===== config.mk =====
export PLATFORM = sky130hd
export DESIGN_NAME = rd_sched_flat
export DESIGN_NICKNAME = d
export VERILOG_FILES = /design/src/rtl/rd_sched_if.sv /design/src/rtl/rd_sched.sv /design/src/flat_wrapper.sv
export SDC_FILE = /design/constraint.sdc
export NUM_CORES = 1
export LEC_CHECK = 0
export ABC_CLOCK_PERIOD_IN_PS = 2320
export CORE_AREA = 2 2 118 86
export DETAILED_ROUTE_END_ITERATION = 16
export DIE_AREA = 0 0 120 88
export DONT_BUFFER_PORTS = 1
export GPL_TIMING_DRIVEN = 0
export PLACE_DENSITY_LB_ADDON = 0.3
export SKIP_CTS_REPAIR_TIMING = 1
export SLEW_MARGIN = 10
export SYNTH_ARGS = -nofsm -noshare
export SYNTH_HDL_FRONTEND = slang
export SYNTH_SLANG_ARGS = --single-unit

===== constraint.sdc =====
create_clock -name clk -period 2.32 [get_ports clk]
set_input_delay 0.58 -clock clk [delete_from_list [all_inputs] [get_ports clk]]
set_output_delay 0.58 -clock clk [all_outputs]
set_load 0.05 [all_outputs]

===== src/rtl/rd_sched_if.sv =====
// rd_sched_if: scheduler-side bundle carrying the fill pulses, bank locks,
// the bank-memory read port and the valid/ready output stream.
interface rd_sched_if #(
  parameter int DW = 32,
  parameter int AW = 4
);
  logic          mem0_fill_done;
  logic          mem1_fill_done;
  logic          mem0_lock;
  logic          mem1_lock;
  logic          rd_en;
  logic          rd_bank;
  logic [AW-1:0] rd_addr;
  logic [DW-1:0] rd_data;
  logic          out_valid;
  logic [DW-1:0] out_data;
  logic          out_ready;
  logic          err_ovf;

  modport master (
    input  mem0_fill_done, mem1_fill_done, rd_data, out_ready,
    output mem0_lock, mem1_lock, rd_en, rd_bank, rd_addr, out_valid, out_data, err_ovf
  );

  modport slave (
    output mem0_fill_done, mem1_fill_done, rd_data, out_ready,
    input  mem0_lock, mem1_lock, rd_en, rd_bank, rd_addr, out_valid, out_data, err_ovf
  );
endinterface


===== src/rtl/rd_sched.sv =====
// rd_sched: drains filled reorder-FIFO banks in fill order into a 2-entry skid buffer.
// Define RD_SCHED_STATS_EN to add the drain_cnt output (fully drained banks).
module rd_sched #(
  parameter int DEPTH = 16,
  parameter int AW    = $clog2(DEPTH),
  parameter int DW    = 32
) (
  input  logic        clk,
  input  logic        rst_n,
`ifdef RD_SCHED_STATS_EN
  output logic [15:0] drain_cnt,
`endif
  rd_sched_if.master  bus
);

  typedef enum logic [1:0] {IDLE, RD0, RD1} state_t;

  localparam logic [AW-1:0] LAST_ADDR = AW'(DEPTH - 1);

  state_t        state_q, state_n;
  logic [AW-1:0] addr_q, addr_n;
  logic [1:0]    q_bank_q, q_bank_n;
  logic [1:0]    q_cnt_q, q_cnt_n;
  logic          lock0_q, lock1_q, err_q;
  logic          push0, push1, pop, rd_en, last_issue;
  logic [2:0]    v;
  logic [2:0]    vn;
  logic          inflight_q;
  logic [DW-1:0] sk_data [2];
  logic [1:0]    sk_cnt;
  logic          out_valid, out_pop, sk_push, sk_pop;
  logic [DW-1:0] out_data;

  assign push0      = bus.mem0_fill_done && !lock0_q;
  assign push1      = bus.mem1_fill_done && !lock1_q;
  assign rd_en      = (state_q != IDLE) && (({1'b0, sk_cnt} + {2'b00, inflight_q}) < 3'd2);
  assign last_issue = rd_en && (addr_q == LAST_ADDR);

  // Queued bank ids followed by this cycle's pushes, so a fresh fill can start a drain at once.
  always_comb begin
    v  = {1'b0, q_bank_q};
    vn = {1'b0, q_cnt_q};
    if (push0) begin
      v[vn[1:0]] = 1'b0;
      vn         = vn + 3'd1;
    end
    if (push1) begin
      v[vn[1:0]] = 1'b1;
      vn         = vn + 3'd1;
    end
  end

  always_comb begin
    state_n  = state_q;
    addr_n   = addr_q;
    q_bank_n = v[1:0];
    q_cnt_n  = vn[1:0];
    pop      = 1'b0;
    case (state_q)
      IDLE: pop = (vn != 3'd0);
      default: begin
        if (rd_en) begin
          if (addr_q == LAST_ADDR) begin
            addr_n  = '0;
            state_n = IDLE;
            pop     = (vn != 3'd0);
          end else begin
            addr_n = addr_q + AW'(1);
          end
        end
      end
    endcase
    if (pop) begin
      state_n  = v[0] ? RD1 : RD0;
      addr_n   = '0;
      q_bank_n = v[2:1];
      q_cnt_n  = vn[1:0] - 2'd1;
    end
  end

  always_ff @(posedge clk or negedge rst_n) begin
    if (!rst_n) begin
      state_q  <= IDLE;
      addr_q   <= '0;
      q_bank_q <= '0;
      q_cnt_q  <= '0;
      lock0_q  <= 1'b0;
      lock1_q  <= 1'b0;
      err_q    <= 1'b0;
    end else begin
      state_q  <= state_n;
      addr_q   <= addr_n;
      q_bank_q <= q_bank_n;
      q_cnt_q  <= q_cnt_n;
      if (push0)
        lock0_q <= 1'b1;
      else if (last_issue && state_q == RD0)
        lock0_q <= 1'b0;
      if (push1)
        lock1_q <= 1'b1;
      else if (last_issue && state_q == RD1)
        lock1_q <= 1'b0;
      if ((bus.mem0_fill_done && lock0_q) || (bus.mem1_fill_done && lock1_q))
        err_q <= 1'b1;
    end
  end

  // Returning read data bypasses the buffer when it is empty and accepted immediately.
  assign out_valid = (sk_cnt != 2'd0) || inflight_q;
  assign out_pop   = out_valid && bus.out_ready;
  assign sk_pop    = out_pop && (sk_cnt != 2'd0);
  assign sk_push   = inflight_q && !(out_pop && sk_cnt == 2'd0);

  always_comb begin
    out_data = '0;
    if (sk_cnt != 2'd0)
      out_data = sk_data[0];
    else if (inflight_q)
      out_data = bus.rd_data;
  end

  always_ff @(posedge clk or negedge rst_n) begin
    if (!rst_n) begin
      inflight_q <= 1'b0;
      sk_cnt     <= '0;
      sk_data[0] <= '0;
      sk_data[1] <= '0;
    end else begin
      inflight_q <= rd_en;
      if (sk_pop && sk_push) begin
        if (sk_cnt == 2'd1) begin
          sk_data[0] <= bus.rd_data;
        end else begin
          sk_data[0] <= sk_data[1];
          sk_data[1] <= bus.rd_data;
        end
      end else if (sk_pop) begin
        sk_data[0] <= sk_data[1];
        sk_cnt     <= sk_cnt - 2'd1;
      end else if (sk_push) begin
        sk_data[sk_cnt[0]] <= bus.rd_data;
        sk_cnt             <= sk_cnt + 2'd1;
      end
    end
  end

`ifdef RD_SCHED_STATS_EN
  // Banks leave the buffer whole and in order, so every DEPTH-th pop ends a bank.
  logic [AW-1:0] beat_cnt_q;

  always_ff @(posedge clk or negedge rst_n) begin
    if (!rst_n) begin
      beat_cnt_q <= '0;
      drain_cnt  <= '0;
    end else if (out_pop) begin
      beat_cnt_q <= beat_cnt_q + AW'(1);
      if (beat_cnt_q == LAST_ADDR)
        drain_cnt <= drain_cnt + 16'd1;
    end
  end
`endif

  assign bus.mem0_lock = lock0_q;
  assign bus.mem1_lock = lock1_q;
  assign bus.rd_en     = rd_en;
  assign bus.rd_bank   = (state_q == RD1);
  assign bus.rd_addr   = addr_q;
  assign bus.out_valid = out_valid;
  assign bus.out_data  = out_data;
  assign bus.err_ovf   = err_q;

endmodule


===== src/flat_wrapper.sv =====
// flat-port wrapper written by rule: the top's interface ports become plain ports
module rd_sched_flat 
#(
  parameter int DEPTH = 16,
  parameter int AW    = $clog2(DEPTH),
  parameter int DW    = 32
)
  (clk, rst_n, bus_mem0_fill_done, bus_mem1_fill_done, bus_rd_data, bus_out_ready, bus_mem0_lock, bus_mem1_lock, bus_rd_en, bus_rd_bank, bus_rd_addr, bus_out_valid, bus_out_data, bus_err_ovf);
  rd_sched_if #(.DW(DW), .AW(AW)) bus_i ();
  input  logic clk;
  input  logic rst_n;
  input wire logic [$bits(bus_i.mem0_fill_done)-1:0] bus_mem0_fill_done;
  input wire logic [$bits(bus_i.mem1_fill_done)-1:0] bus_mem1_fill_done;
  input wire logic [$bits(bus_i.rd_data)-1:0] bus_rd_data;
  input wire logic [$bits(bus_i.out_ready)-1:0] bus_out_ready;
  output wire logic [$bits(bus_i.mem0_lock)-1:0] bus_mem0_lock;
  output wire logic [$bits(bus_i.mem1_lock)-1:0] bus_mem1_lock;
  output wire logic [$bits(bus_i.rd_en)-1:0] bus_rd_en;
  output wire logic [$bits(bus_i.rd_bank)-1:0] bus_rd_bank;
  output wire logic [$bits(bus_i.rd_addr)-1:0] bus_rd_addr;
  output wire logic [$bits(bus_i.out_valid)-1:0] bus_out_valid;
  output wire logic [$bits(bus_i.out_data)-1:0] bus_out_data;
  output wire logic [$bits(bus_i.err_ovf)-1:0] bus_err_ovf;
  assign bus_i.mem0_fill_done = bus_mem0_fill_done;
  assign bus_i.mem1_fill_done = bus_mem1_fill_done;
  assign bus_i.rd_data = bus_rd_data;
  assign bus_i.out_ready = bus_out_ready;
  assign bus_mem0_lock = bus_i.mem0_lock;
  assign bus_mem1_lock = bus_i.mem1_lock;
  assign bus_rd_en = bus_i.rd_en;
  assign bus_rd_bank = bus_i.rd_bank;
  assign bus_rd_addr = bus_i.rd_addr;
  assign bus_out_valid = bus_i.out_valid;
  assign bus_out_data = bus_i.out_data;
  assign bus_err_ovf = bus_i.err_ovf;
  rd_sched #(.DEPTH(DEPTH), .AW(AW), .DW(DW)) u_core (.clk(clk), .rst_n(rst_n), .bus(bus_i));
endmodule

==> run_results.csv <==
group,metric,value,unit
status,outcome,"finished, violations left",
status,failed_checks,"hold timing, setup timing",
grt,antenna_found_initial,0,
clocking,worstSkewPairLatency,0.34,ns
synthesis,netlist_area,0.00414,mm^2
clocking,cts_sinks,80,
synthesis,yosysTopAreaCell,"dfrtp_1",
timing,max_clock_freq,429,MHz
grt,grt_pass1_wl,15900,um
drt,drt_pass1_iterations,5,
synthesis,synth_ff_type,"dfrtp_1",
timing,max_slew_margin,0.314,
clocking,cts_tree,"yes",
synthesis,post_synth_num_cell_types,49,
synthesis,ys_seq_area_frac,0.483,
synthesis,yosysTopAreaCellShare,0.483,
setup_path,cpMostUsedCell,"ha_4",
timing,tightestPinTransition,1.03,ns
grt,grt_max_degree,81,
drt,vias_per_cell,5.97,
run,cap_violations,0,
synthesis,syn_area_per_cell,10.4,um^2
setup_path,path_cells,"buf_8 > inv_8 > ha_4 > nor3b_4 > a2111o_1 > nand3_2 > ha_4 > o41ai_4 > o21ai_2 > mux2_4",
timing,fin_crit_sh,1.01,
clocking,clkTransAtPathRegs,0.06,ns
setup_path,cp.required,2.54,ns
timing,setup_ws,-0.0127,ns
synthesis,synth_fa_ha_area_frac,0.0272,
clocking,numCtsBuffers,9,
setup_path,reg2reg_from,"u_core.q_cnt_q[0]$_DFF_PN0_",
drt,drcViolationCount,0,
synthesis,synthArstFlopShare,1.00,
drt,wl,11000,um
final_layout,finalNetCount,478,
timing,hold_slack,-0.0715,ns
die,core-area,0.00942,mm^2
synthesis,synth.area.top_cells,"dfrtp_1 48%, mux2_1 9.2%, a221oi_1 6.8%",
die,io_pins,79,
timing,fin_crit,2.33,ns
synthesis,syn-num-nets,445,
drt,first_iter_violations,196,
synthesis,synth.ff_latch_count,80,
synthesis,yosys.area_share.simple,0.0942,
grt,grt-ovfl-total,0,
synthesis,synth_top_family_by_area,"compound AO/OA/AOI/OAI gates",
die,die_h,88,um
synthesis,synth-compound-area-share,0.216,
setup_path,critPathLaunchType,"flip-flop",
clocking,htreeDepth,3,
place,dp_hpwl,6820,um
final_layout,layout-drive-gt1-share,0.343,
setup_path,slowest_stage,"dfrtp_1",
clocking,cts.path.max_buffers,2,
timing,hold_viol,80,
place,routabilityCongestion,0.792,
timing,clock_skew,0.00833,ns
drt,vias,3373,
min_path,min_path_type,"input pin to asynchronous set/reset pin",
synthesis,synth_warnings,0,
timing,slew_violations,0,
setup_path,path_max_fanout,6,
die,die_area,0.0106,mm^2
synthesis,synthXorXnorAreaFrac,0.0127,
setup_path,crit_type,"flip-flop to flip-flop",
die,start_util,0.440,
setup_path,ff2ff_setup_slack,-0.01,ns
setup_path,reg2reg_to,"u_core.q_bank_q[1]$_DFF_PN0_",
setup_path,endpoint_kind,"flip-flop",
drt,route.antenna.remaining_nets,0,
timing,rsz0062_at_grt,"true",
drt,routedWlPerCell,19.4,um
synthesis,synth_edf_count,0,
clocking,cts-root-buf,"clkbuf_16",
die,fp.dieW,120,um
timing,setup_violations,1,
synthesis,synth_cells,399,
die,row_count,30,
synthesis,muxShareOfSynthArea,0.0972,
final_layout,antenna_cells,0,
grt,grt_usage,0.197,
place,io_buffers,0,
setup_path,arrival,2.55,ns
final_layout,syn_to_final_growth,37.7,%
setup_path,r2r_cells,10,
setup_path,critPathMaxStageDelay,0.42,ns
grt,first_global_vias,3195,
-- kinds of logic after synthesis --
| family | Yosys count |
|---|---|
| AOI/OAI and AO/OA | 130 |
| xor gates and xnor gates | 6 |
| adders and majority gates | 9 |
| buffers and inverters | 67 |
| DFF | 80 |
| muxes | 36 |
| and+or+nand+nor | 71 |
-- worst max path at each step --
stage / start / endpoint / cells past startpoint
after global routing: u_core.q_cnt_q[1]$_DFF_PN0_ / u_core.q_bank_q[1]$_DFF_PN0_ / 9
after detailed placement: u_core.sk_cnt[0]$_DFFE_PN0P_ / bus_out_data[8] / 7
final: u_core.q_cnt_q[0]$_DFF_PN0_ / u_core.q_bank_q[1]$_DFF_PN0_ / 10
after global placement: u_core.sk_cnt[0]$_DFFE_PN0P_ / bus_out_data[8] / 7
after floorplan: u_core.sk_cnt[0]$_DFFE_PN0P_ / bus_out_data[10] / 5
after CTS: u_core.sk_cnt[0]$_DFFE_PN0P_ / bus_out_data[8] / 7
-- synthesized netlist by cell type, types with 2 or more instances --
library cell	n
dfrtp_1	80
nand2_1	6
mux2_1	34
mux2i_1	2
a31oi_1	2
buf_4	2
nor2b_1	5
nand3_1	36
a21oi_2	2
nor3b_1	2
nand3b_1	4
buf_2	4
buf_6	3
nand2b_2	2
o21ai_1	2
a21o_1	3
nand2b_1	4
a221oi_1	32
a21oi_1	38
clkbuf_1	17
inv_1	37
o21ai_0	33
xnor2_1	4
xor2_1	2
buf_1	3
nor2_1	7
ha_1	9
o2bb2ai_1	3
-- per-stage QoR --
stage | std cells | utilization | setup TNS [ns] | setup WS, ns | instance area, um^2
2_1_floorplan | 399 | - | -3.28 | -0.310 | 4260
3_3_place_gp | 527 | 0.469 | -22.17 | -0.611 | 4420
3_5_place_dp | 527 | 0.469 | -27.40 | -0.637 | 4420
4_1_cts | 543 | 0.499 | -40.43 | -1.01 | 4700
5_1_grt | 565 | 0.606 | -1.18 | -0.0902 | 5710
6_report | 565 | 0.606 | -0.0127 | -0.0127 | 5710
-- sequential cells by signal, summed over array words and instances (netlist names) --
name                  flops
u_core.sk_data           64
u_core.sk_cnt             2
u_core.bus.err_ovf        1
u_core.inflight_q         1
u_core.bus.rd_addr        4
u_core.q_bank_q           2
u_core.bus.mem1_lock      1
u_core.state_q            2
u_core.q_cnt_q            2
u_core.bus.mem0_lock      1
-- cells in the final DEF, fill, tap and decap left out, drive strengths merged, types with 7 or more instances in the layout --
cell / n
a21oi: 40
a221oi: 32
buf: 34
clkbuf: 28
dfrtp: 80
ha: 9
inv: 38
mux2: 34
nand3: 36
nor2: 7
o21ai: 36
-- worst max-delay path, delay by kind of cell (launching register included) --
family / cells / cell delay, ns
AO/OA/AOI/OAI: 3 / 0.65
adder cells (fa/ha/maj): 2 / 0.45
buffers and inverters: 2 / 0.18
flip-flops: 1 / 0.42
multiplexers: 1 / 0.34
AND/OR/NAND/NOR: 2 / 0.18
-- routing by layer --
metal	GRT usage	vias to the layer above	wire length [um]	share of wire
met3	0.0592	9	691	0.063
li1	-	1538	-	-
met2	0.312	102	5270	0.48
met5	0	-	0	0
met4	0.0610	0	98	0.0089
met1	0.264	1724	4920	0.45
-- final cells by class --
| type | instances | area (um^2) |
|---|---|---|
| fillers | 749 | 3720 |
| multi-input cells | 252 | 2530 |
| flip-flops and latches | 80 | 2010 |
| plain buffers | 29 | 295 |
| repair buffers | 22 | 270 |
| clock buffers | 12 | 256 |
| well taps | 128 | 160 |
| inverters | 38 | 153 |
| clock inverters | 4 | 28.8 |
Power is not shown: default switching activity piles up to over one toggle a cycle in this logic, so the estimate is an artifact.
